$ cat src/rtl/fish_pkg.sv
// rtl/fish_pkg.sv - shared types and constants for the fish game score path
package fish_pkg;

    localparam int NUM_FISH  = 9;
    localparam int SCORE_W   = 10;

    typedef logic [SCORE_W-1:0] score_t;

    typedef enum logic [1:0] {
        IDLE = 2'd0,
        PLAY = 2'd1,
        OVER = 2'd2
    } score_state_t;

    typedef enum logic [1:0] {
        WIN_NONE  = 2'b00,
        WIN_USER1 = 2'b01,
        WIN_USER2 = 2'b10,
        WIN_TIE   = 2'b11
    } winner_t;

    // Clamp an 11-bit running sum into the 10-bit score range
    function automatic score_t sat_score(input logic [SCORE_W:0] sum);
        if (sum[SCORE_W]) begin
            return '1;
        end
        return sum[SCORE_W-1:0];
    endfunction

endpackage

$ cat src/rtl/score_bcd.sv
// rtl/score_bcd.sv - registered 10-bit binary to three-digit BCD converter
module score_bcd (
    input  logic        Clk,
    input  logic        Reset,
    input  logic [9:0]  i_bin,
    output logic [11:0] o_bcd
);

    logic [21:0] w_dd;
    logic [11:0] r_bcd;

    // Double-dabble: add 3 to any digit >= 5, then shift in the next binary bit
    always_comb begin
        w_dd = {12'd0, i_bin};
        for (int i = 0; i < 10; i++) begin
            if (w_dd[13:10] >= 4'd5) w_dd[13:10] = w_dd[13:10] + 4'd3;
            if (w_dd[17:14] >= 4'd5) w_dd[17:14] = w_dd[17:14] + 4'd3;
            if (w_dd[21:18] >= 4'd5) w_dd[21:18] = w_dd[21:18] + 4'd3;
            w_dd = w_dd << 1;
        end
    end

    // Register the converted digits for the display drivers
    always_ff @(posedge Clk or negedge Reset) begin
        if (!Reset) begin
            r_bcd <= '0;
        end else begin
            r_bcd <= w_dd[21:10];
        end
    end

    assign o_bcd = r_bcd;

endmodule

$ cat src/rtl/fish_score.sv
// rtl/fish_score.sv - per-player score, level and win tracking (FISH_SCORE_BCD_EN adds BCD score outputs)
module fish_score #(
    parameter int NUM_FISH   = fish_pkg::NUM_FISH,
    parameter int POINTS     = 1,
    parameter int LVL1_SCORE = 5,
    parameter int LVL2_SCORE = 15,
    parameter int LVL3_SCORE = 30,
    parameter int WIN_SCORE  = 40
) (
    input  logic                Clk,
    input  logic                Reset,
    input  logic                is_start,
    input  logic [NUM_FISH-1:0] user1_eat,
    input  logic [NUM_FISH-1:0] user2_eat,
    output logic [9:0]          user1_score,
    output logic [9:0]          user2_score,
    output logic [1:0]          user1_level,
    output logic [1:0]          user2_level,
    output logic                playing,
    output logic                game_over,
    output logic [1:0]          winner
`ifdef FISH_SCORE_BCD_EN
    ,
    output logic [11:0]         user1_score_bcd,
    output logic [11:0]         user2_score_bcd
`endif
);

    import fish_pkg::*;

    localparam score_t      LVL1_S = score_t'(LVL1_SCORE);
    localparam score_t      LVL2_S = score_t'(LVL2_SCORE);
    localparam score_t      LVL3_S = score_t'(LVL3_SCORE);
    localparam score_t      WIN_S  = score_t'(WIN_SCORE);
    localparam logic [10:0] PTS    = 11'(POINTS);

    score_state_t        r_state;
    logic                r_is_start_q;
    logic                r_playing;
    logic                r_game_over;
    logic [NUM_FISH-1:0] r_eat1_q;
    logic [NUM_FISH-1:0] r_eat2_q;
    score_t              r_score1;
    score_t              r_score2;
    logic [1:0]          r_level1;
    logic [1:0]          r_level2;
    winner_t             r_winner;

    logic                w_start_rise;
    logic [NUM_FISH-1:0] w_edge1;
    logic [NUM_FISH-1:0] w_edge2;
    logic [3:0]          w_cnt1;
    logic [3:0]          w_cnt2;
    logic [10:0]         w_sum1;
    logic [10:0]         w_sum2;
    score_t              w_next1;
    score_t              w_next2;
    logic                w_win1;
    logic                w_win2;

    function automatic logic [1:0] level_of(input score_t s);
        if (s >= LVL3_S) return 2'd3;
        if (s >= LVL2_S) return 2'd2;
        if (s >= LVL1_S) return 2'd1;
        return 2'd0;
    endfunction

    // A held overlap only counts on its first cycle
    assign w_start_rise = is_start & ~r_is_start_q;
    assign w_edge1      = user1_eat & ~r_eat1_q;
    assign w_edge2      = user2_eat & ~r_eat2_q;

    // Count newly eaten fish for each player this cycle
    always_comb begin
        w_cnt1 = '0;
        w_cnt2 = '0;
        for (int i = 0; i < NUM_FISH; i++) begin
            w_cnt1 = w_cnt1 + 4'(w_edge1[i]);
            w_cnt2 = w_cnt2 + 4'(w_edge2[i]);
        end
    end

    assign w_sum1  = {1'b0, r_score1} + 11'(w_cnt1) * PTS;
    assign w_sum2  = {1'b0, r_score2} + 11'(w_cnt2) * PTS;
    assign w_next1 = sat_score(w_sum1);
    assign w_next2 = sat_score(w_sum2);

    // The game ends on the registered scores, one cycle after the threshold is reached
    assign w_win1  = (r_score1 >= WIN_S);
    assign w_win2  = (r_score2 >= WIN_S);

    // Game state machine with scoring, levels and winner held in registers
    always_ff @(posedge Clk or negedge Reset) begin
        if (!Reset) begin
            r_state      <= IDLE;
            r_is_start_q <= 1'b0;
            r_playing    <= 1'b0;
            r_game_over  <= 1'b0;
            r_eat1_q     <= '0;
            r_eat2_q     <= '0;
            r_score1     <= '0;
            r_score2     <= '0;
            r_level1     <= 2'd0;
            r_level2     <= 2'd0;
            r_winner     <= WIN_NONE;
        end else begin
            r_is_start_q <= is_start;
            r_eat1_q     <= user1_eat;
            r_eat2_q     <= user2_eat;
            case (r_state)
                IDLE, OVER: begin
                    if (w_start_rise) begin
                        r_state     <= PLAY;
                        r_playing   <= 1'b1;
                        r_game_over <= 1'b0;
                        r_score1    <= '0;
                        r_score2    <= '0;
                        r_level1    <= 2'd0;
                        r_level2    <= 2'd0;
                        r_winner    <= WIN_NONE;
                    end
                end
                PLAY: begin
                    r_score1 <= w_next1;
                    r_score2 <= w_next2;
                    r_level1 <= level_of(w_next1);
                    r_level2 <= level_of(w_next2);
                    if (w_win1 || w_win2) begin
                        r_state     <= OVER;
                        r_playing   <= 1'b0;
                        r_game_over <= 1'b1;
                        r_winner    <= winner_t'({w_win2, w_win1});
                    end
                end
                default: begin
                    r_state     <= IDLE;
                    r_playing   <= 1'b0;
                    r_game_over <= 1'b0;
                end
            endcase
        end
    end

    assign user1_score = r_score1;
    assign user2_score = r_score2;
    assign user1_level = r_level1;
    assign user2_level = r_level2;
    assign playing     = r_playing;
    assign game_over   = r_game_over;
    assign winner      = r_winner;

`ifdef FISH_SCORE_BCD_EN
    score_bcd u_bcd1 (
        .Clk   (Clk),
        .Reset (Reset),
        .i_bin (r_score1),
        .o_bcd (user1_score_bcd)
    );

    score_bcd u_bcd2 (
        .Clk   (Clk),
        .Reset (Reset),
        .i_bin (r_score2),
        .o_bcd (user2_score_bcd)
    );
`endif

endmodule

$ cat config.mk
export PLATFORM = sky130hd
export DESIGN_NAME = fish_score
export DESIGN_NICKNAME = d
export VERILOG_FILES = /design/src/rtl/fish_pkg.sv /design/src/rtl/score_bcd.sv /design/src/rtl/fish_score.sv
export SDC_FILE = /design/constraint.sdc
export NUM_CORES = 1
export LEC_CHECK = 0
export CORE_MARGIN = 4
export CORE_UTILIZATION = 55
export DETAILED_ROUTE_END_ITERATION = 8
export GPL_TIMING_DRIVEN = 0
export HOLD_SLACK_MARGIN = 0.03
export PLACE_DENSITY_LB_ADDON = 0.15
export SYNTH_ARGS = -nofsm -noshare
export SYNTH_HDL_FRONTEND = slang
export SYNTH_HIERARCHICAL = 1
export SYNTH_SLANG_ARGS = --single-unit
$ cat constraint.sdc
create_clock -name Clk -period 9.4 [get_ports Clk]
set_input_delay 1.41 -clock Clk [delete_from_list [all_inputs] [get_ports Clk]]
set_output_delay 1.41 -clock Clk [all_outputs]
set_load 0.03 [all_outputs]
Yosys cells after proc, flatten, opt, wreduce, memory -nomap -nowiden
Index checks and enable logic that the tools add are counted.
Storage, ports and cells
  register bits after elaboration: 49
  logic and storage cells: 107
Cells by class
  add/subtract/negate cells: 18
  $lt $le $gt $ge: 8
  equality and inequality tests: 4
  muxes and demuxes: 53
  bitwise gates (word level): 6
  reduce and logical (&&, ||, !) cells: 7
Operators by type and width (count)
  $mux W10: 5
  $add A4 B1 Y4: 10
  $pmux W10 S2: 2
  $mux W2: 16
  $mux W1: 24
  $add A10 B4 Y11: 2
  $ge A10 B3 Y1 const B: 2
  $ge A10 B4 Y1 const B: 2
  $ge A10 B5 Y1 const B: 2
  $ge A10 B6 Y1 const B: 2
  $and A9 B9 Y9: 2
  $not A9 Y9: 2
  $pmux W2 S2: 4
  $add A3 B1 Y4: 2
  $add A2 B1 Y3: 2
  $add A1 B1 Y2: 2
  $ne A2 B2 Y1 const B: 2
  $pmux W1 S2: 2
  $reduce_and A2 Y1: 2
  $reduce_and A3 Y1: 1
  $eq A2 B1 Y1 const B: 1
  $eq A2 B2 Y1 const B: 1
  $logic_not A2 Y1: 1
  $reduce_bool A2 Y1: 1
  other kinds (4): 4

Depth between registers and ports, before layout
  word-level depth: 25
  gate-level depth with buffers: 15
  gate-level depth less buffers: 15

Worst setup path after synthesis
Ideal clock, no wire load.
  kind: input to register
  start: input port user1_eat[0]
  end: register r_level1[0] (netlist: user1_level[0])
  setup time: 0.137 ns
  arrival time: 4.884 ns
  data required time: 9.263 ns
  slack: 4.379 ns
  stages: 15
  path through: nor2b_1 fa_1 inv_1 fa_1 inv_1 fa_1 ha_1 inv_1 fa_1 nor2b_1 o31ai_1 mux2_2 o22a_1 nor4b_2 a31oi_1
Between the ends
  longest elaborated chain between the ends: 21
  elaborated cells between the ends (all ways): 30
Ends and longest elaborated chain
  start, declared: RTL line fish_score.sv:13  | input logic [NUM_FISH-1:0] user1_eat,
  $and A9 B9 Y9 *: RTL line fish_score.sv:70  | assign w_edge1 = user1_eat & ~r_eat1_q;
  $add A1 B1 Y2 *: RTL line fish_score.sv:78  | w_cnt1 = w_cnt1 + 4'(w_edge1[i]);
  $add A2 B1 Y3 *: RTL line fish_score.sv:78
  $add A3 B1 Y4 *: RTL line fish_score.sv:78
  $add A4 B1 Y4 * (5 in a row): RTL line fish_score.sv:78
  $add A10 B4 Y11 *: RTL line fish_score.sv:83  | assign w_sum1 = {1'b0, r_score1} + 11'(w_cnt1) * PTS;
  $mux W1: RTL line fish_pkg.sv:24  | if (sum[SCORE_W]) begin
  $mux W10 *: RTL line fish_pkg.sv:27  | return sum[SCORE_W-1:0];
  $ge A10 B3 Y1: RTL line fish_score.sv:64  | if (s >= LVL1_S) return 2'd1;
  $mux W1 (2 in a row): RTL line fish_score.sv:64
  $mux W1: RTL line fish_score.sv:63  | if (s >= LVL2_S) return 2'd2;
  $mux W1: RTL line fish_score.sv:110  | case (r_state)
  $mux W2: RTL line fish_score.sv:65  | return 2'd0;
  $mux W2: RTL line fish_score.sv:64
  $mux W2 *: RTL line fish_score.sv:63
  $pmux W2 S2 *: RTL line fish_score.sv:110
  end signal, assigned: RTL line fish_score.sv:126  | r_level1 <= level_of(w_next1);
  end, declared: RTL line fish_score.sv:45  | logic [1:0] r_level1;
Every way passes the cells marked *; elsewhere a longest branch is shown, timed or not. The select of a mux whose other input is x is not followed.
A chain may end at the register's enable or synchronous reset.

Worst setup path after layout
  start: input port user1_eat[0]
  end: register r_level1[1] (netlist: user1_level[1])
The elaborated chain is that of the path after synthesis.

==> qor.yml <==
detailed_routing:
  routed_wirelength_mm: 6.43
  ant_nets: 0
  drt_pre_antenna_iters: 4
  vias_per_cell: 5.58
  via_count: 2323
  wire_per_inst_microns: 15.5
  drt-initial-drc-count: 124
  drc: 0
timing:
  max_freq_ghz: 0.182
  rsz0062_at_grt: "false"
  slew_violations: 0
  setup_viol: 0
  min_period_over_period: 0.585
  relSlewSlack: 0.548
  tns_ns: 0
  worst_pin_slew_ns: 0.678
  finalHoldViolations: 0
  layout_min_cycle_time_ns: 5.50
  finalClockSkew_ns: 0.00405
layout:
  multi_input_area_sq_um: 1510
  nets: 393
  layout.cells.non_filler: 416
  seqCellArea_sq_um: 1200
  area_delta_synth_final_pct: 23.7
  drive_above_1_share: 0.0630
  n_fill_cell: 380
  antenna_cells: 0
critical_path:
  max_stage_delay_ns: 0.58
  end_kind: "register"
  timing_worst_setup_path_type: "primary input to register"
  rr_worst_depth: 12
  crit_family: "adder cells"
  cp.arrival_ns: 5.67
  critical_path_buf_inv_count: 3
  crit_chain: "clkdlybuf4s50_1, nor2b_1, fa_1, inv_1, fa_1, fa_1, inv_1, ha_1, a211oi_1, nor2_1, o21ai_0, mux2_2, nor4b_2, a31oi_1"
  crit_top_cell: "fa_1"
  crit_cells: 14
  worstPathRequired_ns: 9.57
  cpMaxStageDelayCell: "fa_1"
  critical_path.max_fanout: 5
  worstSetupStartpointType: "primary input"
clock_tree:
  ctsResizeCount: 0
  cts_root_buf: "clkbuf_8"
  cts_buffers: 5
  postCtsSetupRepairBufs: 0
  clk_path_buf_depth: 2
  clkSinkCount: 48
  htree_num_levels: 2
  cts_tree: "done"
  cts.clk_slew.worst_paths_ns: 0.09
  insertion_delay_ns: 0.30
  holdBufCountCts: 0
synth:
  async_flop_share: 1.00
  synth_cell_type_count: 44
  synth_area_sq_um: 2860
  syn-num-nets: 337
  syn_inst: 292
  yosys_warnings: 6
  synth_ff_type: "dfrtp_1"
  synth-edff-count: 0
  synth_area_per_cell_sq_um: 9.78
  yosys_register_bits: 48
  yosysSeqAreaShare: 0.421
die:
  io_pins: 49
  die_h_microns: 80.1
  die-area_sq_um: 6410
  start_util: 0.585
  coreArea_sq_um: 4880
  fp.dieW_microns: 80.1
  core.rowCount: 25
power:
  ir_worst_vdd_mv: 0.186
  power_density_nw_per_um2: 323
  leakage_nw: 1.54
grt:
  grt_pass1_wl_mm: 11.0
  grt_max_degree: 32
  antenna_found_initial: 0
  grt_pass1_vias: 2330
  grt_usage: 0.219
  globalRoute.totalOverflow: 0
place:
  dp_cells: 408
  hpwl_mm: 4.99
  io_buffers: 48
  gp_congestion: 0.815
run:
  cap_violations: 0
hold_path:
  min_path_type: "register to register"
  whs_path_depth: 1
status:
  outcome: "complete, no violations"
-- area by class of cell --
type | count | share of cell area
multi-input cells | 207 | 0.428
flip-flops and latches | 48 | 0.340
repair buffers | 49 | 0.140
inverters | 26 | 0.0276
well taps | 67 | 0.0237
clock buffers | 6 | 0.0234
plain buffers | 11 | 0.0131
clock inverters | 2 | 0.00425
-- where the power goes --
group | leakage [nW] | switching, mW | internal (mW)
registers | 0.588 | 0.0411 | 0.255
clock network | 0.0434 | 0.0710 | 0.0596
logic | 0.913 | 0.427 | 0.287
total | 1.54 | 0.539 | 0.602
-- cells in the final DEF (no fill, tap or decap), types with 3 or more instances in the layout --
master	n
clkbuf_1	7
nor2b_1	18
a211oi_1	3
clkbuf_8	6
mux2i_1	3
nand2b_1	7
ha_1	12
nor3_1	7
nor2_1	16
o21ai_0	10
a21oi_1	29
nand2_1	17
buf_2	5
o21a_1	3
a311oi_1	4
a21o_1	4
a31oi_1	10
inv_1	26
o211a_1	3
clkdlybuf4s50_1	47
fa_1	12
mux2_2	3
nand3_1	10
xnor2_1	4
dfrtp_1	48
xor2_1	4
-- cells by family after synthesis --
family | synth area share
AND/OR/NAND/NOR | 0.161
AO/OA/AOI/OAI | 0.184
flip-flops | 0.421
buffers and inverters | 0.0504
adder cells (fa/ha/maj) | 0.137
XOR/XNOR | 0.0245
multiplexers | 0.0223
-- metal layers --
layer	GRT usage	routed length [microns]
met1	0.304	2980
met2	0.353	3060
met3	0.0437	356
met4	0.0541	44
met5	0	0
-- state kept, by name, indices dropped and copies added, names as in the netlist --
signal,cells
r_eat2_q,9
r_state,2
user1_score,10
winner,2
playing,1
r_eat1_q,9
r_is_start_q,1
user1_level,2
user2_score,10
user2_level,2
-- synthesized netlist by cell type, types with 10 or more instances --
library cell / instances / area, sq um
dfrtp_1: 48 / 1200
a21oi_1: 29 / 145
inv_1: 26 / 97.6
nor2b_1: 18 / 113
nand2_1: 17 / 63.8
nor2_1: 16 / 60.1
fa_1: 12 / 240
ha_1: 12 / 150
a31oi_1: 10 / 62.6
nand3_1: 10 / 50.1
o21ai_0: 10 / 50.1
-- path summary, 6_finish.rpt --
kind | from | endpoint | slack (ns)
worst max-delay path | user1_eat[0] | user1_level[1] | 3.90
worst min-delay path | winner[1] | winner[1] | 0.54
worst max register to register | user1_score[0] | user1_level[1] | 5.13
worst min register to register | winner[1] | winner[1] | 0.54
max in group asynchronous | Reset | user2_score[5] | 7.85
min in group asynchronous | Reset | r_eat2_q[5] | 1.04
-- stage by stage --
stage          hold slack, ns   util  setup WS (ns)  power, mW  cell area (sq um)
3_3_place_gp            0.516  0.701           3.66      0.992               3420
3_5_place_dp            0.509  0.704           3.60       1.01               3430
6_report                0.542  0.724           3.90       1.14               3530
2_1_floorplan           0.496      -           4.38      0.802               2860
4_1_cts                 0.538  0.724           3.89       1.15               3530
5_1_grt                 0.558  0.724           3.66       1.25               3530
-- worst register-to-register path, cell delays in order, from the launching register on --
cell and delay [ns]:
dfrtp_1 0.43, fa_1 0.55, inv_1 0.06, fa_1 0.44, fa_1 0.58, inv_1 0.06, ha_1 0.32, a211oi_1 0.26
nor2_1 0.11, o21ai_0 0.45, mux2_2 0.40, nor4b_2 0.35, a31oi_1 0.13
Power figures use the tool's default switching activity.
